### src/rtl/mac3_sequencer.sv
// Beat sequencer for a 3-tap MAC: issues beats, drains the MAC pipeline and hands out results.
// Optional performance counters are compiled in with MAC3_SEQ_PERF_CNT_EN.
module mac3_sequencer #(
   parameter int unsigned PIPE_DEPTH = 4,
   parameter int unsigned CNT_WIDTH  = 16
) (
   input  logic                 clk,
   input  logic                 arst_n_in,
   input  logic                 start,
   input  logic [CNT_WIDTH-1:0] beats_per_out,
   input  logic [31:0]          num_outputs,
   input  logic                 src_valid,
   output logic                 src_ready,
   output logic                 mac_input_valid,
   output logic                 mac_accumulate_internal,
   output logic                 mac_zero_operands,
   output logic [31:0]          mac_ch_out,
   output logic                 mac_out_written_to_mem,
   output logic                 res_valid,
   input  logic                 res_ready,
   output logic [31:0]          res_ch,
   output logic                 busy,
   output logic                 done,
   output logic [31:0]          perf_beats,
   output logic [31:0]          perf_stalls
);

   localparam int unsigned IDX_W = 32;
   localparam int unsigned DRN_W = $clog2(PIPE_DEPTH) + 1;
   localparam logic [DRN_W-1:0] DRAIN_BEATS = DRN_W'(PIPE_DEPTH - 1);

   localparam logic [1:0] IDLE  = 2'd0;
   localparam logic [1:0] RUN   = 2'd1;
   localparam logic [1:0] DRAIN = 2'd2;

   logic [1:0]           state_q;
   logic [1:0]           state_d;
   logic                 done_q;
   logic                 done_d;
   logic [CNT_WIDTH-1:0] bpo_q;
   logic [CNT_WIDTH-1:0] beat_q;
   logic [IDX_W-1:0]     nout_q;
   logic [IDX_W-1:0]     out_idx_q;
   logic [DRN_W-1:0]     drn_q;
   logic                 taken_q;
   logic                 shadow_last_q [PIPE_DEPTH];
   logic [IDX_W-1:0]     shadow_ch_q   [PIPE_DEPTH];

   logic in_run;
   logic in_drain;
   logic blocked;
   logic issue;
   logic beat_last;
   logic job_last;
   logic drain_all;
   logic fin_accept;
   logic start_ok;
   logic start_zero;

   // Issue qualification: a presented, unaccepted result freezes the MAC pipeline.
   assign in_run     = (state_q == RUN);
   assign in_drain   = (state_q == DRAIN);
   assign res_valid  = shadow_last_q[PIPE_DEPTH-1] && !taken_q;
   assign res_ch     = shadow_ch_q[PIPE_DEPTH-1];
   assign blocked    = res_valid && !res_ready;
   assign drain_all  = (drn_q == DRAIN_BEATS);
   assign issue      = (in_run ? src_valid : (in_drain && !drain_all)) && !blocked;
   assign beat_last  = (beat_q == bpo_q - CNT_WIDTH'(1));
   assign job_last   = beat_last && (out_idx_q == nout_q - IDX_W'(1));
   assign fin_accept = in_drain && drain_all && res_valid && res_ready;
   assign start_ok   = (state_q == IDLE) && start;
   assign start_zero = (num_outputs == '0) || (beats_per_out == '0);

   assign mac_input_valid         = issue;
   assign src_ready               = in_run && issue;
   assign mac_accumulate_internal = in_drain || (in_run && (beat_q != '0));
   assign mac_zero_operands       = in_drain;
   assign mac_ch_out              = in_run ? out_idx_q : '0;
   assign mac_out_written_to_mem  = in_run && beat_last;
   assign busy                    = in_run || in_drain;
   assign done                    = done_q;

   always_ff @(posedge clk) begin
      if (!arst_n_in) begin
         state_q <= IDLE;
         done_q  <= 1'b0;
      end else begin
         state_q <= state_d;
         done_q  <= done_d;
      end
   end

   always_comb begin
      state_d = state_q;
      done_d  = 1'b0;
      case (state_q)
         IDLE: begin
            if (start) begin
               if (start_zero) begin
                  done_d = 1'b1;
               end else begin
                  state_d = RUN;
               end
            end
         end
         RUN: begin
            if (issue && job_last) begin
               state_d = DRAIN;
            end
         end
         DRAIN: begin
            if (fin_accept) begin
               state_d = IDLE;
               done_d  = 1'b1;
            end
         end
         default: begin
            state_d = IDLE;
         end
      endcase
   end

   // Job parameters and beat / output / drain counters.
   always_ff @(posedge clk) begin
      if (!arst_n_in) begin
         bpo_q     <= '0;
         nout_q    <= '0;
         beat_q    <= '0;
         out_idx_q <= '0;
         drn_q     <= '0;
      end else if (start_ok) begin
         bpo_q     <= beats_per_out;
         nout_q    <= num_outputs;
         beat_q    <= '0;
         out_idx_q <= '0;
         drn_q     <= '0;
      end else if (issue) begin
         if (in_run) begin
            if (beat_last) begin
               beat_q    <= '0;
               out_idx_q <= out_idx_q + IDX_W'(1);
            end else begin
               beat_q <= beat_q + CNT_WIDTH'(1);
            end
         end else begin
            drn_q <= drn_q + DRN_W'(1);
         end
      end
   end

   // Shadow of the MAC pipeline; taken suppresses re-delivery of a head entry that cannot move yet.
   always_ff @(posedge clk) begin
      if (!arst_n_in || start_ok) begin
         for (int i = 0; i < PIPE_DEPTH; i++) begin
            shadow_last_q[i] <= 1'b0;
            shadow_ch_q[i]   <= '0;
         end
         taken_q <= 1'b0;
      end else if (issue) begin
         shadow_last_q[0] <= in_run && beat_last;
         shadow_ch_q[0]   <= in_run ? out_idx_q : '0;
         for (int i = 1; i < PIPE_DEPTH; i++) begin
            shadow_last_q[i] <= shadow_last_q[i-1];
            shadow_ch_q[i]   <= shadow_ch_q[i-1];
         end
         taken_q <= 1'b0;
      end else if (res_valid && res_ready) begin
         taken_q <= 1'b1;
      end
   end

`ifdef MAC3_SEQ_PERF_CNT_EN
   logic [31:0] perf_beats_q;
   logic [31:0] perf_stalls_q;

   // The completion cycle has nothing left to issue, so it is not counted as a stall.
   always_ff @(posedge clk) begin
      if (!arst_n_in || start_ok) begin
         perf_beats_q  <= '0;
         perf_stalls_q <= '0;
      end else begin
         if (issue) begin
            perf_beats_q <= perf_beats_q + 32'd1;
         end
         if (busy && !issue && !fin_accept) begin
            perf_stalls_q <= perf_stalls_q + 32'd1;
         end
      end
   end

   assign perf_beats  = perf_beats_q;
   assign perf_stalls = perf_stalls_q;
`else
   assign perf_beats  = '0;
   assign perf_stalls = '0;
`endif

endmodule

### config.mk
export PLATFORM = sky130hd
export DESIGN_NAME = mac3_sequencer
export DESIGN_NICKNAME = d
export VERILOG_FILES = /design/src/rtl/mac3_sequencer.sv
export SDC_FILE = /design/constraint.sdc
export NUM_CORES = 1
export LEC_CHECK = 0
export CAP_MARGIN = 20
export CORE_UTILIZATION = 35
export CTS_CLUSTER_SIZE = 28
export DETAILED_ROUTE_END_ITERATION = 8
export SYNTH_ARGS = -nofsm -noshare
export SYNTH_HDL_FRONTEND = slang
export SYNTH_SLANG_ARGS = --single-unit
### constraint.sdc
create_clock -name clk -period 8.7 [get_ports clk]
set_input_delay 1.74 -clock clk [delete_from_list [all_inputs] [get_ports clk]]
set_output_delay 1.74 -clock clk [all_outputs]
set_load 0.005 [all_outputs]
# --- Yosys cells after proc, flatten, opt, wreduce, memory -nomap -nowiden ---
# Memory sizes are Yosys's and may differ from the RTL's.
# Index checks and enable logic that the tools add are counted.
classes:
  n_mux: 25
  add_sub_neg: 5
  reduce_logical: 33
  bitwise: 10
  n_eq_ne: 9
op_table:
  columns: ["cell", "n"]
  rows:
  - ["$mux 32", 5]
  - ["$add 32x1->32 const B", 1]
  - ["$eq 32x32->1", 1]
  - ["$logic_not 32->1", 1]
  - ["$sub 32x1->32 const B", 1]
  - ["$add 16x1->16 const B", 1]
  - ["$eq 16x16->1", 1]
  - ["$logic_not 16->1", 1]
  - ["$mux 16", 1]
  - ["$reduce_bool 16->1", 1]
  - ["$sub 16x1->16 const B", 1]
  - ["$logic_and 1x1->1", 14]
  - ["$mux 1", 13]
  - ["$mux 2", 4]
  - ["$or 1x1->1", 8]
  - ["$pmux 2 s3", 1]
  - ["$logic_not 1->1", 5]
  - ["$logic_or 1x1->1", 4]
  - ["$ne 2x1->1 const B", 2]
  - ["$ne 2x2->1 const B", 2]
  - ["$reduce_and 2->1", 2]
  - ["$reduce_and 4->1", 1]
  - ["$reduce_or 2->1", 2]
  - ["$add 3x1->3 const B", 1]
  - ["7 further kinds", 8]
totals:
  output_inout_bits: 136
  register_bits: 103
  mem_bits_rw: 132
  n_memories: 2
  inputBits: 53
memory_table:
  columns: ["name", "depth", "width", "rd", "rd_ports_with_merged_regs", "write_ports", "line_no", "rtl"]
  rows:
  - ["shadow_ch_q", 4, 32, 4, 0, 4, "47", "logic [IDX_W-1:0] shadow_ch_q [PIPE_DEPTH];"]
  - ["shadow_last_q", 4, 1, 4, 0, 4, "46", "logic shadow_last_q [PIPE_DEPTH];"]

# --- Depth between registers and ports, before layout ---
# Gate-level depths: netlist of the first run.
logic_depth:
  word_depth: 9
  ltp_mapped: 13
  mapped_depth_nobuf: 12

# --- Least setup slack after synthesis of the first run ---
# Ideal clock, no wire load.
synth_path:
  path_type: "input -> register"
  startpoint: "input arst_n_in"
  endpoint: "memory shadow_ch_q[0][0] (enable)"
  path_buffers: 4
  path_stages: 6
  slack_ns: 2.370
  required_time_ns: 7.557
  arrival_ns: 5.186
  path_cell_list: "clkbuf_1 -> and2_1 -> clkbuf_1 -> clkbuf_1 -> buf_1 -> nand2_1"
synth_lines:
  columns: ["element", "line_no", "rtl"]
  rows:
  - ["start: declaration", "8", "input logic arst_n_in,"]
  - ["end: declaration", "47", null]

# --- Worst setup path after layout of the first run ---
layout_path:
  startpoint: "input res_ready"
  endpoint: "output mac_input_valid"
layout_via:
  elab_chain_len: 4
layout_lines:
  columns: ["element", "line_no", "rtl"]
  rows:
  - ["start: declaration", "20", "input logic res_ready,"]
  - ["$logic_not 1->1", "65", "assign blocked = res_valid && !res_ready;"]
  - ["$logic_and 1x1->1", "65", null]
  - ["$logic_not 1->1", "67", "assign issue = (in_run ? src_valid : (in_drain && !drain_all)) && !blocked;"]
  - ["$logic_and 1x1->1", "67", null]
  - ["end: declaration", "14", "output logic mac_input_valid,"]
# No other way between the ends.

==> reports/results.tsv, run 1 <==
metric	value	unit
worst-skew pair later-pin latency	0.54	ns
post-CTS setup buffer count	0	
crit start category	input port	
min-delay src	drn_q[1]	
final hold violation count	0	
CTS HTree Levels	1	
Max clock buf depth	3	
# setup viols final	0	
Slew headroom	0.324	
origin of the critical flop-to-flop path	state_q[1]	
Starting Density	0.356	
Setup crit end kind	output port	
Crit path arrival time	3.92	ns
Post-Synth XOR/XNOR Area	0.0554	
Max Fclk	177	MHz
Worst-Margin Slew	1.01	ns
TritonCTS Buffers	26	
complex-gate fraction of the synthesized area	0.0735	
max-cap violations	0	
min-delay worst type	reg -> reg	
vias	8787	
final worst slack	3.04	ns
setup TNS	0	ns
pin count of the biggest net entering global routing	102	
post-CTS resize count	0	
Worst Reg-to-Reg Cells	14	
Period minus WS final	5.66	ns
RSZ-0062 raised after global routing	false	
area share of fa/ha/maj cells after synthesis	0.0101	
Die Y	190	um
Via density	4.95	
Max VDD drop	0.150	mV
final wirelength	27000	um
num rows	68	
core area	34600	um^2
Syn Area/Cell	9.79	um^2
Routed wire per std cell	15.2	um
Final Slew Violations	0	
IO Pins	189	
main combinational cell family by area after synthesis	simple AND/OR/NAND/NOR gates	
Cells after Synth	1259	
initial antenna violation count	0	
FF+latch count, synth	235	
most frequent cells in the layout	nand2_1 (153), and3_1 (153), edfxtp_1 (132)	
Net count, final	1365	
RePlAce Congestion	0.853	
Clk pin slew, worst setup/hold paths	0.06	ns
diodes inserted	0	
antenna-violating nets left	0	
vias in the first global route	8003	
Final Cycle Share	0.651	
Required @ worst endpoint	6.96	ns
crit-path max FO	101	
Total GRT Usage	0.149	
mux contribution to synthesized area	0.0191	
clock root buffer	clkbuf_16	
port bufs	124	
Layout area overhead	16.0	%
Die ar.	36000	um^2
CTS tree	built	
worst r2r dst	state_q[0]	
post-route core utilization	0.413	
hold_ws	0.461	ns
first-pass GRT wire length	43300	um
Yosys cell types	66	
fraction of layout cells with a size suffix above 1	0.0598	
Post-CTS Hold Buffers	0	
R2R Setup Slk	4.87	ns
pre-CTS WS	3.03	ns
sequential area share after synthesis	0.489	
WHS Path Cells	2	
Main synth FF type	edfxtp_1	
Post-synth EDFFs	132	
GRT overflow	0	
Synthesis Warnings	0	
WS Path Type	in -> out	
status	complete, no violations	
width of the die	190	um
Leak	5.89	nW
HPWL after DPL	19000	um
drt initial violations	635	
post-synthesis simple-gate area fraction	0.262	
Async SR Flop Fraction	0	
power density over the cells	228	nW/um^2
Hold EP	drn_q[1]	
drt first pass iters	5	
Syn Std Cell Area	12300	um^2
residual DRC count	0	
Clock Skew	0.0119	ns
Num Clock Sinks	235	
[layout make-up]
| type | instances | area, um^2 |
|---|---|---|
| clock buffer | 29 | 662 |
| tap | 455 | 569 |
| clock inverter | 18 | 226 |
| multi-input combinational | 888 | 5440 |
| sequential | 235 | 6030 |
| timing repair buffer | 134 | 1320 |
| fill | 3383 | 20300 |
| inverter | 17 | 63.8 |
[where the power goes]
| part | total, mW | switching, mW | internal, mW | leakage, nW |
|---|---|---|---|---|
| registers | 1.43 | 0.0791 | 1.35 | 2.29 |
| clock network | 1.14 | 0.444 | 0.695 | 0.432 |
| logic | 0.694 | 0.430 | 0.264 | 3.16 |
[stage by stage]
stage | instances | cell area (um^2) | power (mW)
floorplan | 1322 | 12600 | 1.99
global placement | 1728 | 13400 | 2.14
detailed placement | 1728 | 13400 | 2.15
CTS | 1775 | 14300 | 3.30
global route | 1776 | 14300 | 3.44
finish | 1776 | 14300 | 3.26
[routing by layer]
layer  routed length [um]  up-vias  GRT usage
met2                11900      266      0.236
met3                 1230       31     0.0192
met4                  472        0     0.0347
li1                     -     4420          -
met5                    0        -          0
met1                13400     4070      0.217
[synthesized netlist by cell type, types with 3 or more instances]
library cell / instances / area, um^2
nor3b_1: 4 / 30.0
nand2_1: 154 / 578
and3_1: 153 / 957
ha_1: 10 / 125
or2_2: 3 / 18.8
and2_1: 41 / 257
nor3_1: 17 / 85.1
a31oi_1: 11 / 68.8
xor2_1: 34 / 298
buf_2: 6 / 30.0
or4_4: 3 / 33.8
or3_1: 11 / 68.8
nor3_2: 3 / 30.0
nor2b_1: 3 / 18.8
clkbuf_1: 76 / 285
o211ai_1: 4 / 30.0
a41o_1: 4 / 40.0
or4_1: 7 / 52.6
buf_4: 96 / 721
nor4_1: 34 / 213
a21boi_0: 50 / 375
mux2i_1: 22 / 220
o41ai_1: 3 / 26.3
a21oi_1: 21 / 105
nand3_1: 35 / 175
nor4b_1: 7 / 61.3
inv_1: 17 / 63.8
buf_1: 3 / 11.3
dfxtp_1: 103 / 2060
xnor2_1: 44 / 385
nor2_1: 50 / 188
nand2b_1: 21 / 131
o21ai_0: 7 / 35.0
a211oi_1: 6 / 45.0
o31ai_1: 4 / 30.0
nand4_1: 22 / 138
edfxtp_1: 132 / 3960
[cells by family after synthesis]
logic type / count (synthesis)
AOI/OAI and AO/OA: 127
xor gates and xnor gates: 78
adders and majority gates: 10
buffers and inverters: 199
DFF: 235
muxes: 23
other: 1
and+or+nand+nor: 586
[sequential cells by signal, indices dropped and copies added (netlist names)]
signal	cells
shadow_last_q	4
bpo_q	16
state_q	2
beat_q	16
shadow_ch_q	128
out_idx_q	32
nout_q	32
drn_q	3
done	1
taken_q	1
[critical path, cell delays in order]
cell and delay (ns):
clkdlybuf4s50_1 0.54, nand2b_1 0.19, nand2_1 0.15, inv_2 0.07, buf_4 0.56, clkdlybuf4s50_1 0.63
[worst max path at each step]
stage	startpoint	endpoint	slack, ns	cells past startpoint
after floorplan	arst_n_in	shadow_ch_q[0][0]	2.37	6
after global placement	res_ready	mac_input_valid	3.06	6
after detailed placement	res_ready	mac_input_valid	3.03	6
after CTS	res_ready	mac_input_valid	3.03	6
after global routing	res_ready	mac_input_valid	2.84	6
final	res_ready	mac_input_valid	3.04	6
(Power assumes the default switching activity.)
==> run 2: changes to the inputs <==
==> constraint.sdc (replaced) <==
create_clock -name clk -period 5.1 [get_ports clk]
set_input_delay 1.02 -clock clk [delete_from_list [all_inputs] [get_ports clk]]
set_output_delay 1.02 -clock clk [all_outputs]
set_load 0.005 [all_outputs]
==> run 2 against run 1 <==
Clock skew is 0.0029 ns lower. Combinational power is 73% higher. Critical endpoint is now mac_out_written_to_mem. Setup slack worse by 2.3 ns. Sequential share of layout area is 0.32 points higher. Routed wire length is 1.9% higher. Cell count hardly changed. Global-route usage is 0.18 points higher.
==> reports/results.tsv, run 2 (synthesis results as in run 1) <==
metric	value	unit
vias	8810	
clock root buffer	clkbuf_16	
antenna-violating nets left	0	
CTS HTree Levels	1	
hold_ws	0.465	ns
Die Y	190	um
Multi-input gate area	5450	um^2
power density over the cells	378	nW/um^2
Total GRT Usage	0.151	
crit start category	flip-flop	
largest register by flop count	shadow_ch_q	
max reg flops	128	
Die ar.	36000	um^2
num rows	68	
min-delay worst type	reg -> reg	
width of the die	190	um
Required @ worst endpoint	4.08	ns
Period minus WS final	4.41	ns
Leak	5.84	nW
Net count, final	1364	
# setup viols final	0	
first-pass GRT wire length	43500	um
origin of the critical flop-to-flop path	nout_q[0]	
Max clock buf depth	3	
Crit path arrival time	3.39	ns
vias in the first global route	7980	
drt initial violations	585	
Clk pin slew, worst setup/hold paths	0.06	ns
initial antenna violation count	0	
Setup crit end kind	output port	
worst path cell trace	inv_1 > ha_1 > or4b_1 > nor2_1 > xnor2_1 > nor3_2 > nand3_2 > nor4_1 > and2_1 > clkdlybuf4s50_1	
post-CTS setup buffer count	0	
post-CTS resize count	0	
residual DRC count	0	
Buf/Inv on CP	2	
Clock Skew	0.00905	ns
Final Cycle Share	0.864	
fill cell count	3430	
crit path launch	bpo_q[0]	
most frequent cells in the layout	nand2_1 (153), and3_1 (153), edfxtp_1 (132)	
Slew headroom	0.343	
Routed wire per std cell	15.5	um
WS Path Type	reg -> out	
Final Slew Violations	0	
IO Pins	189	
max incr delay on CP	0.52	ns
pin count of the biggest net entering global routing	134	
HPWL after DPL	19300	um
min-delay src	drn_q[1]	
worst-skew pair later-pin latency	0.54	ns
Post-CTS Hold Buffers	0	
Max Fclk	227	MHz
diodes inserted	0	
Worst-Margin Slew	0.978	ns
CP max-delay cell	or4b_1	
final wirelength	27500	um
Starting Density	0.356	
crit-path max FO	7	
CTS tree	built	
Max VDD drop	0.239	mV
Regs by FF count	shadow_ch_q: 128 flops, nout_q: 32 flops, out_idx_q: 32 flops	
GRT overflow	0	
final hold violation count	0	
Num Clock Sinks	235	
fraction of layout cells with a size suffix above 1	0.0561	
Power Total	5.36	mW
TritonCTS Buffers	25	
port bufs	124	
status	complete, no violations	
RSZ-0062 raised after global routing	false	
CP top delay family	simple AND/OR/NAND/NOR gates	
setup TNS	0	ns
Via density	4.96	
flip-flop and latch area	6030	um^2
Layout area overhead	15.1	%
RePlAce Congestion	0.843	
core area	34600	um^2
drt first pass iters	7	
max-cap violations	0	
==> run 2: changes by cell type in the layout (fill, tap and decap cells not counted), sizes merged <==
cell,previous run,this run
bufinv,5,1
clkbuf,29,34
clkinv,11,9
clkinvlp,2,1
inv,17,18
==> run 2: layout make-up <==
cell class | count | area share
inverters | 17 | 0.00449
clock buffers | 34 | 0.0478
repair buffers | 134 | 0.0927
well taps | 455 | 0.0401
clock inverters | 12 | 0.00687
multi-input cells | 888 | 0.384
flip-flops and latches | 235 | 0.424
==> run 2: per-stage QoR <==
stage	instance area, um^2	worst slack [ns]	std cells	util
after floorplan	12600	0.831	1322	-
after global placement	13400	1.19	1729	0.388
after detailed placement	13400	1.14	1729	0.388
after CTS	14200	0.644	1775	0.410
after global routing	14200	0.404	1775	0.410
final	14200	0.693	1775	0.410
==> run 2: path summary, 6_finish.rpt <==
check	to	slack, ns	cells past startpoint
setup / recovery	mac_out_written_to_mem	0.69	10
hold / removal	drn_q[1]	0.47	2
setup reg to reg	state_q[0]	1.65	9
hold reg to reg	drn_q[1]	0.47	2
==> run 2: per-layer routing <==
metal,track usage,routed length (um),vias to the layer above
li1,-,-,4403
met1,0.217,13400,4067
met2,0.236,12000,288
met3,0.0194,1350,52
met4,0.0481,774,0
met5,0,0,-
==> run 2: where the power goes <==
part	internal, mW	switching (mW)	total (mW)
Sequential	2.31	0.134	2.44
Clock	0.987	0.731	1.72
Combinational	0.451	0.751	1.20
==> run 2: worst min-delay path, stage by stage, from the launching register on <==
cell     delay (ns)
dfxtp_1        0.31
nand2_1        0.05
a21oi_1        0.05
